$ cat config.mk
export PLATFORM = sky130hd
export DESIGN_NAME = adc_conv_sequencer
export DESIGN_NICKNAME = d
export VERILOG_FILES = /design/src/rtl/adc_seq_pkg.sv /design/src/rtl/rr_arbiter.sv /design/src/rtl/adc_conv_sequencer.sv
export SDC_FILE = /design/constraint.sdc
export NUM_CORES = 1
export LEC_CHECK = 0
export ABC_AREA = 1
export CORE_MARGIN = 2
export CORE_UTILIZATION = 40
export DETAILED_ROUTE_END_ITERATION = 7
export DONT_BUFFER_PORTS = 1
export PLACE_DENSITY_LB_ADDON = 0.25
export SYNTH_ARGS = -nofsm -noshare
export SYNTH_HDL_FRONTEND = slang
export SYNTH_SLANG_ARGS = --single-unit
$ cat constraint.sdc
create_clock -name clk -period 2.15 [get_ports clk]
set_input_delay 0.1075 -clock clk [delete_from_list [all_inputs] [get_ports clk]]
set_output_delay 0.1075 -clock clk [all_outputs]
set_load 0.05 [all_outputs]
$ cat src/rtl/adc_seq_pkg.sv
// Shared types and default constants for the ramp-ADC conversion sequencer.
package adc_seq_pkg;

    typedef enum logic [2:0] {
        ST_IDLE,
        ST_SETTLE,
        ST_START,
        ST_WAIT,
        ST_DONE
    } seq_state_e;

    localparam int unsigned DEF_NUM_CH      = 4;
    localparam int unsigned DEF_CNT_W       = 8;
    localparam int unsigned DEF_SETTLE_CYC  = 4;
    localparam int unsigned DEF_TIMEOUT_CYC = 300;

    // One timer serves both SETTLE and WAIT; it only counts to (limit - 1).
    function automatic int unsigned tmr_width(input int unsigned settle_cyc,
                                              input int unsigned timeout_cyc);
        int unsigned m;
        m = (settle_cyc > timeout_cyc) ? settle_cyc : timeout_cyc;
        return (m > 2) ? $clog2(m) : 1;
    endfunction

endpackage

$ cat src/rtl/rr_arbiter.sv
// Combinational round-robin arbiter: searches from the channel after ptr_i.
module rr_arbiter #(
    parameter int unsigned N     = 4,
    parameter int unsigned IDX_W = 2
) (
    input  logic [N-1:0]     pend_i,
    input  logic [IDX_W-1:0] ptr_i,
    output logic [N-1:0]     gnt_o,
    output logic [IDX_W-1:0] idx_o,
    output logic             any_o
);

    int unsigned      cand;
    logic [IDX_W-1:0] c_idx;
    logic             found;

    always_comb begin
        gnt_o = '0;
        idx_o = '0;
        cand  = 0;
        c_idx = '0;
        found = 1'b0;
        for (int unsigned off = 1; off <= N; off++) begin
            cand  = (32'(ptr_i) + off) % N;
            c_idx = IDX_W'(cand);
            if (!found && pend_i[c_idx]) begin
                found        = 1'b1;
                gnt_o[c_idx] = 1'b1;
                idx_o        = c_idx;
            end
        end
        any_o = found;
    end

endmodule

$ cat src/rtl/adc_conv_sequencer.sv
// Multiplexes NUM_CH channel requests onto one ramp ADC: settle mux, start,
// wait for the result (or time out) and publish it with its channel tag.
module adc_conv_sequencer
    import adc_seq_pkg::*;
#(
    parameter int unsigned NUM_CH      = DEF_NUM_CH,
    parameter int unsigned CNT_W       = DEF_CNT_W,
    parameter int unsigned SETTLE_CYC  = DEF_SETTLE_CYC,
    parameter int unsigned TIMEOUT_CYC = DEF_TIMEOUT_CYC
) (
    input  logic                      clk,
    input  logic                      rst,
    input  logic [NUM_CH-1:0]         req,
    output logic [$clog2(NUM_CH)-1:0] ch_sel,
    output logic                      adc_restart,
    input  logic                      adc_busy,
    input  logic                      adc_valid,
    input  logic [CNT_W-1:0]          adc_count,
    output logic [CNT_W-1:0]          res_data,
    output logic [$clog2(NUM_CH)-1:0] res_ch,
    output logic                      res_valid,
    output logic                      res_timeout,
    output logic                      seq_busy
);

    localparam int unsigned CH_W  = $clog2(NUM_CH);
    localparam int unsigned TMR_W = tmr_width(SETTLE_CYC, TIMEOUT_CYC);
    localparam logic [TMR_W-1:0] SETTLE_LAST  = TMR_W'(SETTLE_CYC - 1);
    localparam logic [TMR_W-1:0] TIMEOUT_LAST = TMR_W'(TIMEOUT_CYC - 1);

    seq_state_e        state_q;
    logic [NUM_CH-1:0] pending_q, pending_d, clr_mask;
    logic [NUM_CH-1:0] gnt_q;
    logic [CH_W-1:0]   rr_ptr_q;
    logic [TMR_W-1:0]  tmr_q;
    logic [CH_W-1:0]   ch_sel_q, res_ch_q;
    logic [CNT_W-1:0]  res_data_q;
    logic              restart_q, res_valid_q, res_timeout_q, seq_busy_q;

    logic [NUM_CH-1:0] arb_gnt;
    logic [CH_W-1:0]   arb_idx;
    logic              arb_any;

    rr_arbiter #(
        .N     (NUM_CH),
        .IDX_W (CH_W)
    ) u_arb (
        .pend_i (pending_q),
        .ptr_i  (rr_ptr_q),
        .gnt_o  (arb_gnt),
        .idx_o  (arb_idx),
        .any_o  (arb_any)
    );

    // A new req in the DONE cycle re-arms the channel being cleared.
    always_comb begin
        clr_mask  = (state_q == ST_DONE) ? gnt_q : '0;
        pending_d = (pending_q & ~clr_mask) | req;
    end

    always_ff @(posedge clk) begin
        if (rst) begin
            state_q       <= ST_IDLE;
            pending_q     <= '0;
            gnt_q         <= '0;
            rr_ptr_q      <= CH_W'(NUM_CH - 1);
            tmr_q         <= '0;
            ch_sel_q      <= '0;
            restart_q     <= 1'b0;
            res_data_q    <= '0;
            res_ch_q      <= '0;
            res_valid_q   <= 1'b0;
            res_timeout_q <= 1'b0;
            seq_busy_q    <= 1'b0;
        end else begin
            pending_q   <= pending_d;
            restart_q   <= 1'b0;
            res_valid_q <= 1'b0;
            unique case (state_q)
                ST_IDLE: begin
                    if (arb_any && !adc_busy) begin
                        state_q    <= ST_SETTLE;
                        ch_sel_q   <= arb_idx;
                        rr_ptr_q   <= arb_idx;
                        gnt_q      <= arb_gnt;
                        tmr_q      <= '0;
                        seq_busy_q <= 1'b1;
                    end
                end
                ST_SETTLE: begin
                    if (tmr_q == SETTLE_LAST) begin
                        state_q   <= ST_START;
                        restart_q <= 1'b1;
                        tmr_q     <= '0;
                    end else begin
                        tmr_q <= tmr_q + TMR_W'(1);
                    end
                end
                ST_START: begin
                    state_q <= ST_WAIT;
                    tmr_q   <= '0;
                end
                ST_WAIT: begin
                    // A result arriving on the last allowed cycle beats the timeout.
                    if (adc_valid) begin
                        res_data_q    <= adc_count;
                        res_timeout_q <= 1'b0;
                    end else if (tmr_q == TIMEOUT_LAST) begin
                        res_data_q    <= '0;
                        res_timeout_q <= 1'b1;
                    end else begin
                        tmr_q <= tmr_q + TMR_W'(1);
                    end
                    if (adc_valid || (tmr_q == TIMEOUT_LAST)) begin
                        state_q     <= ST_DONE;
                        res_valid_q <= 1'b1;
                        res_ch_q    <= ch_sel_q;
                    end
                end
                ST_DONE: begin
                    state_q       <= ST_IDLE;
                    seq_busy_q    <= 1'b0;
                    res_timeout_q <= 1'b0;
                    tmr_q         <= '0;
                end
                default: begin
                    state_q    <= ST_IDLE;
                    seq_busy_q <= 1'b0;
                end
            endcase
        end
    end

    assign ch_sel      = ch_sel_q;
    assign adc_restart = restart_q;
    assign res_data    = res_data_q;
    assign res_ch      = res_ch_q;
    assign res_valid   = res_valid_q;
    assign res_timeout = res_timeout_q;
    assign seq_busy    = seq_busy_q;

endmodule

After elaboration in Yosys (flattened, before gate mapping)
Index checks and enable logic that the tools add are counted.

Register bits after elaboration: 38. Bits of input ports: 16. Output and inout port bits: 16. Word-level logic and storage cells: 121.

$add $sub $neg: 5. Magnitude comparators: 8. Eq/ne operators: 12. Muxes and demuxes: 47. Bitwise operators: 9. Reduce and logical (&&, ||, !) cells: 28.

Operators with widths (count): 9-bit two-way mux (4); 9-bit one-hot mux with 4 select lines (1); 4-bit two-way mux (5); 1-bit two-way mux (17); 8-bit two-way mux (2); 4-bit OR (4); 2-bit by 3-bit less-than comparator with 1-bit output (second input constant) (4); 3-bit one-hot mux with 4 select lines (1); 2-bit != test (second input constant) (5); 2-bit AND reduction (5); 9-bit by 1-bit adder with 9-bit output (second input constant) (1); 9-bit by 2-bit equality test with 1-bit output (second input constant) (1); 9-bit equality test (second input constant) (1); 3-bit two-way mux (3); 1-bit binary-select mux with 2-bit select (4); 1-bit demux with 2-bit select (4); 2-bit by 1-bit greater-or-equal comparator with 1-bit output (second input constant) (4); 1-bit logical AND (8); 2-bit two-way mux (4); 3-bit by 2-bit equality test with 1-bit output (second input constant) (2); 2-bit OR reduction (3); 2-bit by 1-bit adder with 2-bit output (second input constant) (2); 2-bit adder (second input constant) (2); 4-bit AND (1); 14 further kinds (21).

Logic depth before layout (Yosys ltp)
Gate-level depths: netlist of the first run.

Depth in word-level cells: 16. Depth in mapped cells: 13. Gate-level depth less buffers: 13.

By module
From an unflattened synthesis of the first run, not the netlist that was laid out.

Cell total of the unflattened synthesis: 332. Area total of the unflattened synthesis: 2255.9 sq um.

By module, submodules not included: adc_conv_sequencer (times used 1, cells an instance 258, area each 1798.0 sq um, sequential area each 760.7 sq um); rr_arbiter (times used 1, cells an instance 74, area each 457.9 sq um, sequential area each 0.0 sq um).

Worst setup path after synthesis of the first run
Ideal clock, no wire load.

Path type: flip-flop to flip-flop. Start: reg rr_ptr_q[0]. End: reg tmr_q[2]. Library setup time: 0.115 ns. Data arrival time: 1.862 ns. Required time: 2.035 ns. Path slack: 0.173 ns. Stages on the path, launching flop included: 13. Path buffers: 1. Clock period less this slack: 1.977 ns. Cell sequence: dfxtp_1 -> inv_4 -> ha_1 -> inv_1 -> nand3_2 -> nand2_4 -> inv_4 -> nand4_4 -> nand2_4 -> nand2_4 -> buf_6 -> a21oi_1 -> nor2_1.

Longest elaborated chain between the ends: 16. Elaborated cells on any way between the ends: 25. Classes of those cells: add/sub: 4; eq/ne: 1; mux: 12; reduce/logical: 8.

Ends and longest elaborated chain: start, declared (line adc_conv_sequencer.sv:34) `logic [CH_W-1:0] rr_ptr_q;`; start signal, assigned (line adc_conv_sequencer.sv:66) `rr_ptr_q <= CH_W'(NUM_CH - 1);`; start signal, assigned (line adc_conv_sequencer.sv:84) `rr_ptr_q <= arb_idx;`; 2-bit by 1-bit adder with 2-bit output (line rr_arbiter.sv:24) `cand = (32'(ptr_i) + off) % N;`; 1-bit binary-select mux with 2-bit select (line rr_arbiter.sv:26) `if (!found && pend_i[c_idx]) begin`; 1-bit two-way mux (implied by the code) (line rr_arbiter.sv:26); 1-bit two-way mux (line rr_arbiter.sv:26); 1-bit zero test (line rr_arbiter.sv:26); 1-bit logical AND (line rr_arbiter.sv:26); 1-bit two-way mux (line rr_arbiter.sv:26); 1-bit zero test (line rr_arbiter.sv:26); 1-bit logical AND (line rr_arbiter.sv:26); 1-bit two-way mux (line rr_arbiter.sv:26); 1-bit zero test (line rr_arbiter.sv:26); 1-bit logical AND (line rr_arbiter.sv:26); 1-bit two-way mux (*) (line rr_arbiter.sv:26); 1-bit logical AND (*) (line adc_conv_sequencer.sv:81) `if (arb_any && !adc_busy) begin`; 2-bit != test (no source line) (*); 4-bit AND reduction (no source line) (*); end signal, assigned (line adc_conv_sequencer.sv:96) `tmr_q <= tmr_q + TMR_W'(1);`; end signal, assigned (line adc_conv_sequencer.sv:112) `tmr_q <= tmr_q + TMR_W'(1);`; end, declared (line adc_conv_sequencer.sv:35) `logic [TMR_W-1:0] tmr_q;`.

Every way passes the cells marked *; elsewhere a longest branch is shown, timed or not. The select of a mux whose other input is x is not followed. A chain may end at the register's enable or synchronous reset.

Worst setup path after layout of the first run
Start: reg state_q[2]. End: reg tmr_q[5].

Longest elaborated chain between the ends: 4. Elaborated cells on any way between the ends: 12. Classes of those cells: eq/ne: 7; mux: 1; reduce/logical: 4.

Ends and longest elaborated chain: start, declared (line adc_conv_sequencer.sv:31) `seq_state_e state_q;`; start signal, assigned (line adc_conv_sequencer.sv:63) `state_q <= ST_IDLE;`; start signal, assigned (line adc_conv_sequencer.sv:82) `state_q <= ST_SETTLE;`; start signal, assigned (line adc_conv_sequencer.sv:92) `state_q <= ST_START;`; 3-bit equality test or 3-bit by 2-bit equality test with 1-bit output (tied branches) (line adc_conv_sequencer.sv:79) `unique case (state_q)`; 2-bit OR reduction (no source line); 4-bit nonzero test (no source line); 4-bit AND reduction (no source line).

Several ways; a longest one is shown, not always the timed one.

==> flow_summary.ini, run 1 <==
[finish]
final_area_um2 = 2580
fin_util_pct = 47.1
finalNonFillerCells = 399
layout.nets = 351
fillCellCount = 565
drive_gt1_share_pct = 17.7
antenna_cells = 0
area_growth_pct = 14.6

[clock_tree]
postCtsResizedCells = 0
cts_tree = done
cts_buffers = 5
clock-root-buffer = clkbuf_8
htreeDepth = 2
cts_hold_buf = 13
clk_path_buf_depth = 2
path_clk_slew_ps = 80
postCtsSetupBuffers = 0
clock-sinks = 38
insertion_delay_ps = 290

[flow_run]
maxCapViolations = 0

[grt]
grt_antenna_before_repair = 0
grt_usage_pct = 17.5
grt_pass1_vias = 1896
grt_start_max_net_pins = 25
grt_pass1_wl_mm = 8.83
grt_overflow = 0

[sta]
hold_viol = 0
rsz0062_at_grt = false
finClkSkew_ps = 3.10
worstMarginPinSlew_ps = 1040
slew_headroom_pct = 30.1
slew_violations = 0
setup_violations = 0
period_minus_slack_ps = 1950
fmax_mhz = 514
period_share_pct = 90.5
holdWs_ps = 149
finalSetupTns_ps = 0

[critical_path]
path_class = reg -> reg
cp-start-kind = flop
crit_fanout = 13
end_kind = flop
cpPeakStageDelay_ps = 470
crit_arrival_ps = 2080
crit_required_ps = 2290
path_cells = inv_1, nand2_2, nor2_4, inv_4, nor2_8, inv_6, nand2_4, a21oi_2, nand2_2, nand2_1, a21oi_2
crit_path_top_delay_cell = a21oi_2

[yosys]
ys_seq_area_share_pct = 33.8
syn-num-nets = 331
syn_inst = 306
synthTopCellsByCount = nand2_1 (58), nor2_1 (39), dfxtp_1 (38)
synth_cell_type_count = 33
yosys.area.top_type = dfxtp_1
ys_async_sr_fraction_pct = 0
ys_seq_elements = 38
synth_top_area_share_pct = 33.8
synth_edf_count = 0
ys_warn_count = 0
synthFlopType = dfxtp_1
netlist_area_um2 = 2250
synth.most_common_cell = nand2_1
synth.avg_cell_area_um2 = 7.36
synthTopCellsByArea = dfxtp_1 (34%), nand2_1 (9.7%), nand3_1 (6.7%), nor2_1 (6.5%), a21oi_1 (5.3%)

[hold_path]
hold_path_class = in -> reg

[detailed_routing]
avgViaCountPerCell = 5.03
ant_nets = 0
drtIter0Drc = 91
routed_wirelength_mm = 5.09
top_layer_used = met4
wirelength_met1_mm = 2.41
vias = 2006
wl_met3_um = 240
route.met2.wl_mm = 2.40
firstDrtPassIters = 4
routedWlPerCell_um = 12.8
drc_errors = 0

[place]
routabilityCongestion = 0.807
portBuffers = 0
hpwl_mm = 3.76
placed_area_um2 = 2350
placed_cells = 378

[floorplan]
die_area_um2 = 6240
core_um2 = 5470
fp-row-count = 27
die-height_um = 79.0
ios = 32
start_util_pct = 41.1
fp.dieW_um = 79.0

[power]
p_per_area_nw_per_um2 = 1220
leakage_nw = 1.10
peakVddDrop_v = 0.000635

[status]
status = completed
## worst paths after layout
path	slack, ps	to	cells past startpoint	from
setup reg to reg	200	tmr_q[5]$_SDFFE_PP0P_	11	state_q[2]$_SDFFE_PP0P_
hold reg to reg	510	tmr_q[0]$_SDFFE_PP0P_	2	tmr_q[0]$_SDFFE_PP0P_
setup / recovery	200	tmr_q[5]$_SDFFE_PP0P_	11	state_q[2]$_SDFFE_PP0P_
hold / removal	150	state_q[1]$_SDFFE_PP0P_	3	adc_valid
## stage by stage
step | power [mW] | setup WS, ps
floorplan | 2.31 | 173
global placement | 2.61 | 310
detailed placement | 2.61 | 253
CTS | 3.16 | 218
global route | 3.41 | 1.27
finish | 3.15 | 203
## layer usage
metal / track usage, % / vias to the layer above
met5: 0 / -
met1: 23.0 / 919
met4: 4.66 / 0
li1: - / 1052
met2: 28.5 / 30
met3: 4.66 / 5
## state kept, by name, summed over array words and instances, names as in the netlist
register	flops
res_timeout	1
rr_ptr_q	2
ch_sel	2
state_q	3
tmr_q	9
res_ch	2
adc_restart	1
res_data	8
seq_busy	1
res_valid	1
gnt_q	4
pending_q	4
## area by class of cell
class                           instances  area, µm²  share of cell area [%]
Clock buffer                            6       82.6                    3.20
Clock inverter                          2       12.5                   0.485
Inverter                               32        133                    5.14
Multi-Input combinational cell        228       1310                    50.8
Sequential cell                        38        761                    29.5
Tap cell                               72       90.1                    3.49
Timing Repair Buffer                   21        190                    7.37
## power by group
part	switching, mW	internal, mW	leakage, nW
registers	0.254	0.871	0.311
clock network	0.258	0.258	0.0472
logic	0.982	0.527	0.747
## logic make-up after synthesis
logic type                 Yosys count  share of synthesized area, %
and+or+nand+nor                    171                          39.9
buffers and inverters               40                          7.95
adders and majority gates            9                          5.00
AOI/OAI and AO/OA                   46                          12.6
DFF                                 38                          33.8
xor gates and xnor gates             2                         0.778
## critical path: cells and delay by family, from the launching register on
family                 cells  cell delay, ps
and+or+nand+nor            6             570
DFF                        1             400
AOI/OAI and AO/OA          2             520
buffers and inverters      3             290
## placed cells by master, fill, tap and decap left out, types with 7 or more instances in the layout
master and instances:
nand2_1 58, nor2_1 39, dfxtp_1 38, nand3_1 30, inv_1 26, a21oi_1 24
dlygate4sd3_1 13, nand3_2 10, ha_1 9, nand2_4 8, buf_4 8, nor3_1 7
nand4_1 7
Note: power is estimated with default switching activity, not from simulation.
==> run 2: changes to the inputs <==
--- a/config.mk
+++ b/config.mk
@@ -6,8 +6,10 @@
 export NUM_CORES = 1
 export LEC_CHECK = 0
 export ABC_AREA = 1
+export CELL_PAD_IN_SITES_DETAIL_PLACEMENT = 1
+export CELL_PAD_IN_SITES_GLOBAL_PLACEMENT = 2
 export CORE_MARGIN = 2
-export CORE_UTILIZATION = 40
+export CORE_UTILIZATION = 32
 export DETAILED_ROUTE_END_ITERATION = 7
 export DONT_BUFFER_PORTS = 1
 export PLACE_DENSITY_LB_ADDON = 0.25
==> run 2 against run 1 <==
  * Sequential power hardly changed
  * Clock-buffer cell count stayed put
  * Combinational power is 5% higher
  * Die area is 24% higher
  * Register-to-register slack hardly changed
  * Largest power group unchanged
  * Highest routed layer unchanged
==> flow_summary.ini, run 2 (synthesis gave the netlist of run 1 again) <==
[floorplan]
die-height_um = 87.9
die_area_um2 = 7720
fp-row-count = 30
fp.dieW_um = 87.9
start_util_pct = 33.1
ios = 32
core_um2 = 6790

[finish]
largest-register = tmr_q
largest_register_ff_count = 9
layout_common_cells = nand2_1 (58), nor2_1 (39), dfxtp_1 (38), nand3_1 (30), inv_1 (26)
final_common_cell = nand2_1
fillCellCount = 858
fin_util_pct = 38.8
layout.nets = 351
finalNonFillerCells = 422
drive_gt1_share_pct = 17.5
antenna_cells = 0
area_growth_pct = 17.1
final_area_um2 = 2640

[sta]
slew_violations = 0
rsz0062_at_grt = false
finClkSkew_ps = 5.46
holdWs_ps = 152
slew_headroom_pct = 30.2
setup_violations = 0
period_share_pct = 90.1
period_minus_slack_ps = 1940
finalSetupTns_ps = 0
worstMarginPinSlew_ps = 1040
finalWorstSetupSlack_ps = 214
fmax_mhz = 516
hold_viol = 0

[critical_path]
r2r_start = rr_ptr_q[0]$_SDFFE_PP1P_
reg2reg_slack_ps = 210
path_class = reg -> reg
crit_path_top_delay_cell = dfxtp_1
cpPeakStageDelay_ps = 380
crit_required_ps = 2290
path_cells = inv_4, ha_1, inv_1, nand3_2, nand2_4, inv_4, nand4_4, nand2_4, nand2_4, nand2_2, nand2_1, a21oi_2
end_kind = flop
reg2reg_depth = 12
crit_top_cell = nand2_4
reg2reg_to = tmr_q[5]$_SDFFE_PP0P_
cp-start-kind = flop
crit_arrival_ps = 2070
crit_fanout = 15

[place]
placed_area_um2 = 2380
routabilityCongestion = 0.803
dp_slack_ps = 190
placed_cells = 402
hpwl_mm = 4.53
portBuffers = 0

[clock_tree]
clock-sinks = 38
htreeDepth = 2
cts_buffers = 5
path_clk_slew_ps = 80
postCtsSetupBuffers = 0
clk_path_buf_depth = 2
clock-root-buffer = clkbuf_8
insertion_delay_ps = 290
cts_tree = done

[detailed_routing]
ant_nets = 0
vias = 2021
routedWlPerCell_um = 14.4
drc_errors = 0
firstDrtPassIters = 4
routed_wirelength_mm = 6.06
avgViaCountPerCell = 4.79
drtIter0Drc = 67

[grt]
grt_pass1_vias = 2082
grt_start_max_net_pins = 25
grt_usage_pct = 16.5
grt_pass1_wl_mm = 10.0
grt_antenna_before_repair = 0
grt_overflow = 0

[hold_path]
min_to = state_q[1]$_SDFFE_PP0P_
whs_path_depth = 3
hold_path_class = in -> reg
hold_path.startpoint = adc_valid

[flow_run]
maxCapViolations = 0

[power]
peakVddDrop_v = 0.000421
power_mw = 3.33
leakage_nw = 1.12
p_per_area_nw_per_um2 = 1260

[status]
status = completed
-- run 2: critical path, delay by kind of cell (launching register included) --
| family | cells | cell delay (ps) |
|---|---|---|
| compound gates | 1 | 50 |
| buf+inv | 3 | 230 |
| simple gates | 7 | 780 |
| flops | 1 | 380 |
| fa+ha+maj | 1 | 330 |
-- run 2: how the worst max path moves through the flow --
stage / cells past startpoint / end / start
after CTS: 11 / tmr_q[5]$_SDFFE_PP0P_ / state_q[2]$_SDFFE_PP0P_
after detailed placement: 11 / tmr_q[3]$_SDFFE_PP0P_ / state_q[2]$_SDFFE_PP0P_
after floorplan: 12 / tmr_q[2]$_SDFFE_PP0P_ / rr_ptr_q[0]$_SDFFE_PP1P_
after global routing: 11 / gnt_q[3]$_SDFFE_PP0P_ / rr_ptr_q[0]$_SDFFE_PP1P_
final: 12 / tmr_q[5]$_SDFFE_PP0P_ / rr_ptr_q[0]$_SDFFE_PP1P_
after global placement: 11 / tmr_q[3]$_SDFFE_PP0P_ / state_q[2]$_SDFFE_PP0P_
-- run 2: power by group --
group,internal [mW],switching [mW],leakage (nW)
Combinational,0.538,1.04,0.748
Sequential,0.871,0.257,0.311
Clock,0.371,0.252,0.0573
Total,1.78,1.55,1.12
-- run 2: routing by layer --
metal  part of all wire [%]  track usage, %  vias up
met3                    2.7            3.58        7
met2                     49            27.9       18
met5                      0               0        -
li1                       -               -     1051
met1                     47            21.2      945
met4                    1.5            4.76        0
-- run 2: layout make-up --
type / count / area [µm²] / area share [%]
multi-input combinational: 228 / 1320 / 50.0
sequential: 38 / 761 / 28.9
timing repair buffer: 21 / 190 / 7.22
inverter: 32 / 133 / 5.03
tap: 96 / 120 / 4.56
clock buffer: 6 / 82.6 / 3.13
clock inverter: 1 / 30.0 / 1.14
-- run 2: timing repair --
action / 4_1_cts / 5_1_grt
gates resized for setup: 0 / 1
hold buffers: 13 / 0
setup endpoints to repair: 0 / 4
endpoints found under the hold margin: 24 / 0
==> run 3: changes to the inputs <==
--- a/config.mk
+++ b/config.mk
@@ -9,7 +9,7 @@
 export CELL_PAD_IN_SITES_DETAIL_PLACEMENT = 1
 export CELL_PAD_IN_SITES_GLOBAL_PLACEMENT = 2
 export CORE_MARGIN = 2
-export CORE_UTILIZATION = 32
+export CORE_UTILIZATION = 36
 export DETAILED_ROUTE_END_ITERATION = 7
 export DONT_BUFFER_PORTS = 1
 export PLACE_DENSITY_LB_ADDON = 0.25
==> constraint.sdc (replaced) <==
create_clock -name clk -period 2.2 [get_ports clk]
set_input_delay 0.11 -clock clk [delete_from_list [all_inputs] [get_ports clk]]
set_output_delay 0.11 -clock clk [all_outputs]
set_load 0.05 [all_outputs]
==> run 3 against run 2 <==
  * Non-clock buffer count decreased by 3
  * Critical path type unchanged
  * Wire length decreased by 1.7%
  * Worst setup slack improved by 18 ps
  * Sequential share of layout area increased by 0.79 points
  * Clock power decreased by 19%
  * Sequential cell count unchanged
  * Clock-buffer cell count increased by 1
==> flow_summary.ini, run 3 (synthesis gave the netlist of run 1 again) <==
[status]
status = completed

[floorplan]
fp.dieW_um = 83.1
ios = 32
core_um2 = 5990
die-height_um = 83.1
fp-row-count = 28
start_util_pct = 37.6
die_area_um2 = 6900

[critical_path]
end_kind = flop
cp.buffers_inverters = 3
path_class = reg -> reg
cp_top_family = simple AND/OR/NAND/NOR gates
endpoint = tmr_q[0]$_SDFFE_PP0P_
crit_path_top_delay_cell = dfxtp_1
crit_fanout = 15
crit_top_cell = nand2_4
r2r_start = rr_ptr_q[0]$_SDFFE_PP1P_
reg2reg_to = tmr_q[0]$_SDFFE_PP0P_
crit_required_ps = 2340
cp-start-kind = flop
path_cells = inv_4, ha_1, inv_1, nand3_2, nand2_4, inv_4, nand4_4, nand2_4, nand2_4, nand2_2, nand2_1, a21oi_2
cpPeakStageDelay_ps = 390
crit_arrival_ps = 2110
critical_path.startpoint = rr_ptr_q[0]$_SDFFE_PP1P_
crit_cells = 12
reg2reg_depth = 12
reg2reg_slack_ps = 230

[grt]
grt_pass1_vias = 2091
grt_antenna_before_repair = 0
grt_usage_pct = 18.5
grt_start_max_net_pins = 25
grt_pass1_wl_mm = 10.3
grt_overflow = 0

[finish]
area_growth_pct = 14.0
largest_register_ff_count = 9
multiInputGateArea_um2 = 1320
largest-register = tmr_q
antenna_cells = 0
fillCellCount = 746
layout.nets = 348
final_common_cell = nand2_1
drive_gt1_share_pct = 16.7
layout_common_cells = nand2_1 (58), nor2_1 (39), dfxtp_1 (38), nand3_1 (30), inv_1 (26)
seqCellArea_um2 = 761

[detailed_routing]
ant_nets = 0
avgViaCountPerCell = 5.06
firstDrtPassIters = 4
routedWlPerCell_um = 14.9
drtIter0Drc = 46
routed_wirelength_mm = 5.96
drc_errors = 0
vias = 2017

[clock_tree]
cts_tree = done
htreeDepth = 2
path_clk_slew_ps = 80
clk_path_buf_depth = 2
clock-root-buffer = clkbuf_8
insertion_delay_ps = 290
cts_buffers = 5
postCtsSetupBuffers = 0
clock-sinks = 38

[place]
hpwl_mm = 4.43
routabilityCongestion = 0.876
portBuffers = 0

[sta]
setup_violations = 0
fmax_mhz = 508
finalSetupTns_ps = 0
slew_headroom_pct = 30.8
slew_violations = 0
finClkSkew_ps = 4.10
period_minus_slack_ps = 1970
rsz0062_at_grt = false
period_share_pct = 89.5
holdWs_ps = 147
hold_viol = 0
worstMarginPinSlew_ps = 1030

[hold_path]
hold_path_class = in -> reg

[power]
leakage_nw = 1.09
peakVddDrop_v = 0.000465
p_per_area_nw_per_um2 = 1210

[flow_run]
maxCapViolations = 0
[run 3: cell count changes in the layout (fill, tap and decap cells not counted), sizes merged]
cell | previous run | this run
clkbuf | 6 | 7
buf | 8 | 5
bufinv | 1 | 0
clkinv | 0 | 1
[run 3: how the worst min path moves through the flow]
stage	cells past startpoint	startpoint	slack, ps	to
after global placement	1	rst	180	state_q[1]$_SDFFE_PP0P_
after detailed placement	1	rst	180	state_q[1]$_SDFFE_PP0P_
after global routing	3	adc_valid	150	state_q[1]$_SDFFE_PP0P_
after floorplan	2	req[0]	230	pending_q[0]$_SDFF_PP0_
final	3	adc_valid	150	state_q[1]$_SDFFE_PP0P_
after CTS	3	adc_valid	140	state_q[1]$_SDFFE_PP0P_
[run 3: cell type report]
| class | instances | area share (%) |
|---|---|---|
| Clock buffer | 7 | 3.37 |
| Clock inverter | 1 | 0.195 |
| Inverter | 32 | 5.17 |
| Multi-Input combinational cell | 228 | 51.4 |
| Sequential cell | 38 | 29.7 |
| Tap cell | 75 | 3.66 |
| Timing Repair Buffer | 18 | 6.54 |
[run 3: metal layers]
layer / wire length [µm] / vias to the layer above / share of wire, % / track usage [%]
met1: 2670 / 948 / 45 / 22.9
met4: 89 / 0 / 1.5 / 5.22
met3: 118 / 6 / 2.0 / 4.27
li1: - / 1044 / - / -
met5: 0 / - / 0 / 0
met2: 3080 / 19 / 52 / 32.0
[run 3: stage by stage]
stage / setup WS (ps) / instance area, µm² / utilization (%) / power, mW / cells
global placement: 268 / 2340 / 39.0 / 2.59 / 378
detailed placement: 213 / 2340 / 39.0 / 2.60 / 378
CTS: 173 / 2560 / 42.7 / 3.15 / 399
finish: 231 / 2560 / 42.8 / 3.11 / 399
floorplan: 223 / 2250 / - / 2.26 / 306
global route: 31.1 / 2560 / 42.8 / 3.42 / 399
[run 3: power by group]
group	switching (mW)	internal (mW)	total (mW)
clock network	0.251	0.253	0.504
registers	0.261	0.852	1.11
logic	0.989	0.505	1.49
[run 3: timing repair]
action                     in CTS  in global routing
setup endpoints to repair       0                  4
gates resized for setup         0                  1
hold buffers                   13                  0
hold endpoints to repair       24                  0
[run 3: worst register-to-register path, stage by stage, from the launching register on]
cell and delay [ps]:
dfxtp_1 390, inv_4 40, ha_1 340, inv_1 140
nand3_2 120, nand2_4 130, inv_4 70, nand4_4 80
nand2_4 60, nand2_4 170, nand2_2 130, nand2_1 100
a21oi_2 50
